## src/rtl/stage_pipe_ctrl.sv

```systemverilog
// ---------------------------------------------------------------------------
// stage_pipe_ctrl
//   Valid/ready controller for a chain of STAGES pipeline data registers.
//   It keeps one valid bit per stage. Each stage is ready when it is empty
//   or when the stage after it is ready. Bubbles therefore collapse, and a
//   full pipe can accept and emit in the same cycle.
//
//   Parameters
//     STAGES     number of stitched register stages (1..16)
//     CW         occupancy count width
//
//   Ports
//     clk        sole clock, rising edge
//     rst_n      asynchronous active-low reset (release synchronised outside)
//     in_valid   upstream offers a datum
//     in_ready   a datum is taken into stage 1 this cycle
//     out_valid  the last stage holds a valid result
//     out_ready  downstream consumes the result this cycle
//     flush      discards all in-flight data on the next edge
//     stage_en   bit k-1 is the load enable of data register p_k
//     occupancy  registered count of valid stages
//     idle       high when occupancy is 0
//
//   Optional feature
//     Define STAGE_PIPE_CTRL_PERF_EN to add the 32-bit counters
//     perf_in_cnt, perf_out_cnt and perf_stall_cnt. Only rst_n clears them.
// ---------------------------------------------------------------------------
module stage_pipe_ctrl #(
    parameter int STAGES = 2,
    parameter int CW     = $clog2(STAGES + 1)
) (
    input  logic              clk,
    input  logic              rst_n,
    input  logic              in_valid,
    output logic              in_ready,
    output logic              out_valid,
    input  logic              out_ready,
    input  logic              flush,
    output logic [STAGES-1:0] stage_en,
    output logic [CW-1:0]     occupancy,
    output logic              idle
`ifdef STAGE_PIPE_CTRL_PERF_EN
    ,
    output logic [31:0]       perf_in_cnt,
    output logic [31:0]       perf_out_cnt,
    output logic [31:0]       perf_stall_cnt
`endif
);

    logic [STAGES:1]   valid_reg;
    logic [STAGES:1]   valid_next;
    logic [STAGES+1:1] rdy;
    logic [STAGES:0]   src_valid;
    logic [CW-1:0]     occ_reg;
    logic [CW-1:0]     occ_next;

    // Index 0 stands for the upstream offer. Stage k takes its data from k-1.
    assign src_valid = {valid_reg, in_valid};

    // Compute the ready chain from the output end backwards in one process.
    always_comb begin
        rdy = '0;
        rdy[STAGES+1] = out_ready;
        for (int k = STAGES; k >= 1; k--) begin
            rdy[k] = !valid_reg[k] || rdy[k+1];
        end
    end

    genvar gi;
    generate
        for (gi = 1; gi <= STAGES; gi++) begin : g_stage
            // A load enable is only raised when the source holds valid data.
            assign stage_en[gi-1]  = rdy[gi] && src_valid[gi-1] && !flush;
            // Flush wins over every transfer.
            assign valid_next[gi]  = flush   ? 1'b0 :
                                     rdy[gi] ? src_valid[gi-1] : valid_reg[gi];
        end
    endgenerate

    // The count is taken from the next-state vector, so the registered value
    // always matches the valid bits it describes.
    always_comb begin
        occ_next = '0;
        for (int k = 1; k <= STAGES; k++) begin
            occ_next = occ_next + CW'(valid_next[k]);
        end
    end

    always_ff @(posedge clk or negedge rst_n) begin
        if (!rst_n) begin
            valid_reg <= '0;
            occ_reg   <= '0;
        end else begin
            valid_reg <= valid_next;
            occ_reg   <= occ_next;
        end
    end

    assign in_ready  = rdy[1] && !flush;
    assign out_valid = valid_reg[STAGES] && !flush;
    assign occupancy = occ_reg;
    assign idle      = (occ_reg == '0);

`ifdef STAGE_PIPE_CTRL_PERF_EN
    logic [31:0] perf_in_reg;
    logic [31:0] perf_out_reg;
    logic [31:0] perf_stall_reg;

    // Flush does not clear these counters. They wrap naturally at 2^32.
    always_ff @(posedge clk or negedge rst_n) begin
        if (!rst_n) begin
            perf_in_reg    <= '0;
            perf_out_reg   <= '0;
            perf_stall_reg <= '0;
        end else begin
            if (in_valid && in_ready)
                perf_in_reg <= perf_in_reg + 32'd1;
            if (out_valid && out_ready)
                perf_out_reg <= perf_out_reg + 32'd1;
            if (out_valid && !out_ready)
                perf_stall_reg <= perf_stall_reg + 32'd1;
        end
    end

    assign perf_in_cnt    = perf_in_reg;
    assign perf_out_cnt   = perf_out_reg;
    assign perf_stall_cnt = perf_stall_reg;
`endif

endmodule
```

## config.mk

```make
export PLATFORM = sky130hd
export DESIGN_NAME = stage_pipe_ctrl
export DESIGN_NICKNAME = d
export VERILOG_FILES = /design/src/rtl/stage_pipe_ctrl.sv
export SDC_FILE = /design/constraint.sdc
export NUM_CORES = 1
export LEC_CHECK = 0
export CAP_MARGIN = 20
export CORE_AREA = 2 2 39 41
export CTS_CLUSTER_DIAMETER = 40
export CTS_CLUSTER_SIZE = 28
export DETAILED_ROUTE_END_ITERATION = 12
export DIE_AREA = 0 0 41 43
export PLACE_DENSITY = 0.36
export SLEW_MARGIN = 15
export SYNTH_ARGS = -nofsm -noshare
export SYNTH_HDL_FRONTEND = slang
export SYNTH_SLANG_ARGS = --single-unit
```

## constraint.sdc

```tcl
create_clock -name clk -period 2 [get_ports clk]
set_clock_uncertainty 0.1 [all_clocks]
set_input_delay 0.6 -clock clk [delete_from_list [all_inputs] [get_ports clk]]
set_output_delay 0.6 -clock clk [all_outputs]
set_load 0.01 [all_outputs]
```

==> reports/metrics.cfg, run 1 <==
[layout]
fin_util=0.252
drive_above_1_share=0.500
nNetsFinal=40
area_growth_pct=86.0
diodes=0

[timing]
fin_crit_sh=0.982
period_needed_ns=1.96
rsz0062_at_grt=false
slew_headroom=0.862
slew_violations=0
hold_slack_ns=0.469
post-route-worst-setup-slack_ns=0.0364
setup_viol=0
worstMarginPinSlew_ns=0.207
hold_viol=0
fmax_mhz=509
setup_tns_ns=0

[job]
maxCapViolCount=0

[synthesis]
synth-edff-count=0
ys_ff_latch=4
synth_area_leader_cell=dfrtp_1
synth.avg_cell_area_um2=12.5
yosysUniqueCellTypes=11
yosys-top-cells-area=dfrtp_1 (53%), nor2b_4 (7.3%), ha_1 (6.7%)
synth_top_area_frac=0.533
syn_nets=21
synth_ff_type=dfrtp_1
yosysSeqAreaShare=0.533
synthCells=15
ys_warn_count=0
yosys.cell_count.top_type=dfrtp_1
ys_async_sr_fraction=1.00
syn-cell-area_um2=188
synth_common_cells=dfrtp_1 (4), a21oi_1 (2)

[route]
num_vias=182
avgRoutedWirePerCell_um=10.5
wirelength_um=503
dr.pass1.iters=2
drt_iter0_drc=1
drc=0
drtAntennaViolNets=0
viasPerCell=3.79

[power]
p_leak_nw=0.173
power.density_mw_per_mm2=669
power.total_mw=0.233
peakVddDrop_uv=195

[placed_design]
hpwl_um=355
port_buffers=11
pre_cts_slack_ns=-0.698
gp_congestion=0.555

[grt]
grt_pass1_wl_um=759
first_global_vias=186
antenna_found_initial=0
grt.total_usage=0.0737
gr-total-overflow=0
grt_max_degree=6

[critical_path]
worst-setup-path-type=input port to primary output
critPathMaxStageDelay_ns=0.29
cp.required_ns=1.30
worst_setup_path_start_kind=input port
end_kind=primary output
cp_slowest_cell=dlygate4sd2_1
crit_fanout=5
worstPathCellList=dlygate4sd2_1 > a21oi_1 > clkdlybuf4s15_2
crit_arrival_ns=1.26

[clocking]
cts_buffer_depth=2
cts_num_sinks=4
htree_levels=1
holdBufCountCts=0
clock_latency_ns=0.23
cts_buffers=3
cts_tree=built
clkTransAtPathRegs_ns=0.04
cts_root_buf=clkbuf_4

[outcome]
outcome=finished, final reports clean

[die]
die_w_um=41
core_mm2=0.00138
ioPinCount=12
core.rowCount=14
fp.dieH_um=43
dieArea_mm2=0.00176
initial_core_util=0.136

[min_path]
hp-class=input port to asynchronous set/reset pin

## critical path, delay by kind of cell
kind,cells,cell delay (ns)
buffers and inverters,2,0.52
AOI/OAI and AO/OA,1,0.14
## worst paths after layout
path,start,slack (ns),endpoint,depth (start not counted)
min in group clk,valid_reg[1],0.49,valid_reg[2],1
max,flush,0.04,in_ready,3
max reg2reg,valid_reg[2],0.67,occupancy[0],4
min,rst_n,0.47,occupancy[1],1
max in group asynchronous,rst_n,1.17,valid_reg[1],1
min reg2reg,valid_reg[1],0.49,valid_reg[2],1
## metrics by stage
step | cells | area [µm²]
floorplan | 15 | 188
global placement | 44 | 333
detailed placement | 44 | 333
CTS | 48 | 357
global route | 48 | 349
finish | 48 | 349
## per-layer routing
metal	GRT usage	part of all wire	vias up
met4	0.0800	0	0
met5	0	0	-
li1	-	-	86
met2	0.0938	0.46	12
met3	0.0471	0.14	0
met1	0.0721	0.41	84
## logic make-up after synthesis
kind of cell	count (synthesis)	synth area share
flip-flops	4	0.533
AND/OR/NAND/NOR	6	0.273
buffers and inverters	1	0.0200
AO/OA/AOI/OAI	3	0.107
adder cells (fa/ha/maj)	1	0.0667
## cell type report
type	instances	area (µm²)
tap	16	20.0
multi-input combinational	10	88.8
sequential	4	100
clock buffer	3	22.5
timing repair buffer	14	114
inverter	1	3.75
fill	151	1030
## cell usage in the layout, fill, tap and decap left out
cell / instances
a21oi_1: 2
buf_2: 3
buf_4: 3
clkbuf_2: 1
clkbuf_4: 3
clkdlybuf4s15_2: 1
clkdlybuf4s50_1: 3
dfrtp_1: 4
dlygate4sd2_1: 2
dlymetal6s2s_1: 1
ha_1: 1
inv_2: 1
nand3b_1: 1
nor2_1: 1
nor2b_1: 1
nor2b_4: 1
nor3b_2: 2
o21ba_2: 1
## where the power goes
group / leakage [nW] / switching, mW / internal [mW]
Clock: 0.0138 / 0.0343 / 0.0672
Combinational: 0.106 / 0.0178 / 0.0245
Sequential: 0.0525 / 0.00340 / 0.0862
## what timing repair did
| action | in CTS | in global routing |
|---|---|---|
| resized for setup | 19 | 4 |
| gates cloned | 0 | 0 |
| endpoints found under the setup margin | 4 | 3 |
| setup buffers | 1 | 0 |
Note: power is estimated with default switching activity, not from simulation.
==> inputs of run 2 (changes only) <==
SETUP_SLACK_MARGIN = 0.4   (was not set)
==> reports/metrics.cfg, run 2 (synthesis gave the netlist of run 1 again) <==
[grt]
first_global_vias=201
use_met1=0.0782
gr-total-overflow=0
grt_pass1_wl_um=765
grt_max_degree=6
grtUsageMet3=0.0157
grt.total_usage=0.0685
antenna_found_initial=0
top_usage_layer=met2
grtUsageMet2=0.0906

[placed_design]
gp_congestion=0.552
hpwl_um=391
dp.cells=47
port_buffers=11
pre_cts_slack_ns=-0.655

[critical_path]
critPathMaxStageDelay_ns=0.17
cp_slowest_cell=nand3b_1
crit_buf_inv=2
worst_setup_path_start_kind=input port
worst-setup-path-type=input port to primary output
end_kind=primary output
cp.required_ns=1.30
crit_family=simple AND/OR/NAND/NOR gates
worstPathCellList=buf_6 > nand3b_1 > nor3b_4 > buf_2
crit_arrival_ns=1.16
crit_fanout=2

[layout]
nFillCells=148
final_cell_mix=buf_4 (8), buf_2 (5), dfrtp_1 (4)
multi_input_comb_area_um2=98.8
diodes=0
nNetsFinal=45
fin_util=0.287
area_growth_pct=111
final_cells=53
final_common_cell=buf_4
drive_above_1_share=0.649
regArea_um2=100

[clocking]
cts_buffers=3
holdBufCountCts=0
htree_levels=1
cts_num_sinks=4
cts_root_buf=clkbuf_4
clock_latency_ns=0.23
cts_tree=built
cts_buffer_depth=2
clkTransAtPathRegs_ns=0.04

[die]
ioPinCount=12
initial_core_util=0.136
core_mm2=0.00138
die_w_um=41
dieArea_mm2=0.00176
fp.dieH_um=43
core.rowCount=14

[power]
peakVddDrop_uv=212
power.density_mw_per_mm2=594
p_leak_nw=0.196
power.total_mw=0.235

[route]
avgRoutedWirePerCell_um=9.81
wirelength_um=520
drc=0
viasPerCell=3.55
drt_iter0_drc=1
dr.pass1.iters=2
num_vias=188
drtAntennaViolNets=0

[timing]
rsz0062_at_grt=true
hold_viol=0
fin_crit_sh=0.928
fmax_mhz=539
slew_violations=0
setup_viol=0
slew_headroom=0.875
post-route-worst-setup-slack_ns=0.144
worstMarginPinSlew_ns=0.187
period_needed_ns=1.86

[min_path]
hp-class=input port to asynchronous set/reset pin

[job]
maxCapViolCount=0

[outcome]
outcome=finished, final reports clean

-- run 2: cell count changes in the layout (fill, tap and decap cells not counted), sizes merged --
cell           before  now
buf                 6   15
clkbuf              4    3
clkdlybuf4s15       1    3
clkdlybuf4s50       3    1
dlygate4sd2         2    0
dlymetal6s2s        1    0
-- run 2: where the power goes --
group | switching, mW | internal, mW
clock network | 0.0286 | 0.0668
registers | 0.00361 | 0.0863
logic | 0.0202 | 0.0300
-- run 2: area by class of cell --
| class | instances | share of cell area |
|---|---|---|
| repair buffers | 19 | 0.382 |
| flip-flops and latches | 4 | 0.252 |
| well taps | 16 | 0.0505 |
| inverters | 1 | 0.00946 |
| multi-input cells | 10 | 0.249 |
| clock buffers | 3 | 0.0568 |
-- run 2: through the flow --
stage	TNS, ns	instance area, µm²	hold slack (ns)
6_report	0	397	0.475
3_5_place_dp	-2.47	367	0.469
5_1_grt	0	397	0.476
2_1_floorplan	0	199	0.204
4_1_cts	0	383	0.469
3_3_place_gp	-2.48	367	0.485
-- run 2: repair_timing --
item / in CTS / in global routing
resized for setup: 37 / 3
pin swaps: 2 / 1
setup buffers: 2 / 1
endpoints found under the setup margin: 9 / 6
-- run 2: final timing paths --
kind,startpoint,endpoint,slack [ns],depth (start not counted)
setup / recovery,out_ready,stage_en[0],0.14,4
hold / removal,rst_n,occupancy[0],0.48,1
setup reg to reg,valid_reg[1],occupancy[0],0.63,5
hold reg to reg,valid_reg[1],valid_reg[2],0.49,1
max in group asynchronous,rst_n,valid_reg[2],1.16,1
min in group clk,valid_reg[1],valid_reg[2],0.49,1
-- run 2: worst reg2reg max path, cell delays in order (launching register included) --
cell and delay (ns):
dfrtp_1 0.37, nand3b_1 0.12, buf_4 0.15, buf_4 0.12, a21oi_2 0.15, ha_1 0.24
-- run 2: routing by layer --
| metal | vias up | routed length, µm |
|---|---|---|
| met5 | - | 0 |
| li1 | 96 | - |
| met4 | 0 | 0 |
| met2 | 12 | 210 |
| met1 | 80 | 249 |
| met3 | 0 | 60 |
==> inputs of run 3 (changes only) <==
CELL_PAD_IN_SITES_DETAIL_PLACEMENT = 1   (was not set)
CELL_PAD_IN_SITES_GLOBAL_PLACEMENT = 1   (was not set)
PLACE_DENSITY = 0.46   (was 0.36)
==> reports/metrics.cfg, run 3 (synthesis gave the netlist of run 1 again) <==
[outcome]
outcome=finished, final reports clean

[route]
viasPerCell=3.94
drtAntennaViolNets=0
drc=0
dr.pass1.iters=4
avgRoutedWirePerCell_um=12.6
drt_iter0_drc=2
wirelength_um=679
num_vias=213

[grt]
grt.total_usage=0.0988
gr-total-overflow=0
antenna_found_initial=0
grtUsageMet2=0.153
grt_max_degree=6
grt_pass1_wl_um=1050
grtUsageMet3=0.0471
use_met1=0.0912
first_global_vias=245
top_usage_layer=met2

[clocking]
cts_root_buf=clkbuf_4
clock_latency_ns=0.23
htree_levels=1
cts_buffers=3
clkTransAtPathRegs_ns=0.04
cts_buffer_depth=2
cts_tree=built
cts_num_sinks=4

[layout]
regArea_um2=100
area_growth_pct=113
nFillCells=164
design_area_um2=399
diodes=0
nNetsFinal=46
final_cell_mix=buf_4 (9), buf_2 (6), dfrtp_1 (4)
final_common_cell=buf_4
fin_util=0.288
multi_input_comb_area_um2=98.8
drive_above_1_share=0.684

[placed_design]
placed_area_um2=352
hpwl_um=439
gp_congestion=0.503
pre_cts_slack_ns=-0.673
port_buffers=11

[power]
p_leak_nw=0.201
power.density_mw_per_mm2=602
peakVddDrop_uv=280

[timing]
fin_crit_sh=0.936
hold_viol=0
fmax_mhz=534
period_needed_ns=1.87
rsz0062_at_grt=true
worstMarginPinSlew_ns=0.186
post-route-worst-setup-slack_ns=0.128
slew_headroom=0.876
slew_violations=0
setup_viol=0

[die]
initial_core_util=0.136
core.rowCount=14
dieArea_mm2=0.00176
die_w_um=41
core_mm2=0.00138
fp.dieH_um=43
ioPinCount=12

[critical_path]
cp_slowest_cell=nor2b_4
worstPathCellList=buf_6 > buf_4 > nor2b_4 > a21oi_2 > buf_2
crit_fanout=3
critPathMaxStageDelay_ns=0.14
worst-setup-path-type=input port to primary output
worst_setup_path_start_kind=input port
crit_arrival_ns=1.17
cp.required_ns=1.30
end_kind=primary output

[min_path]
hp-class=input port to asynchronous set/reset pin

[job]
maxCapViolCount=0

run 3: through the flow:
stage / setup TNS, ns / hold WS [ns] / std cells / power [mW]
2_1_floorplan: 0 / 0.204 / 15 / 0.106
3_3_place_gp: -2.44 / 0.471 / 45 / 0.141
3_5_place_dp: -2.56 / 0.483 / 45 / 0.143
4_1_cts: 0 / 0.462 / 52 / 0.244
5_1_grt: 0 / 0.462 / 54 / 0.259
6_report: 0 / 0.464 / 54 / 0.240
run 3: area by class of cell:
| class | instances | area share |
|---|---|---|
| clock buffer | 3 | 0.0564 |
| inverter | 1 | 0.00940 |
| multi-input combinational | 10 | 0.248 |
| sequential | 4 | 0.251 |
| tap | 16 | 0.0502 |
| timing repair buffer | 20 | 0.386 |
run 3: path summary, 6_finish.rpt:
path	startpoint	end	slack, ns	cells after the start
min in group clk	valid_reg[1]	valid_reg[2]	0.51	1
setup / recovery	out_ready	in_ready	0.13	5
hold / removal	rst_n	occupancy[1]	0.46	1
max in group asynchronous	rst_n	valid_reg[1]	1.18	1
setup reg to reg	valid_reg[2]	occupancy[0]	0.40	6
hold reg to reg	valid_reg[1]	valid_reg[2]	0.51	1
run 3: what timing repair did:
item                                    in CTS  in global routing
hold buffers                                 0                  0
resized for setup                           41                  1
endpoints found under the setup margin       9                  5
pin swaps                                    1                  0
buffers inserted                             4                  2
run 3: layer usage:
layer,share of wire,vias to the layer above
li1,-,97
met1,0.34,100
met2,0.57,14
met3,0.077,2
met4,0.012,0
met5,0,-
run 3: worst max-delay path: cells and delay by family:
family	cells	cell delay, ns
AOI/OAI and AO/OA	1	0.07
and+or+nand+nor	1	0.14
buffers and inverters	3	0.36
run 3: power breakdown:
group | total [mW] | internal [mW] | switching, mW | leakage [nW]
Combinational | 0.0515 | 0.0301 | 0.0214 | 0.135
Clock | 0.0985 | 0.0670 | 0.0315 | 0.0138
Sequential | 0.0903 | 0.0862 | 0.00407 | 0.0525
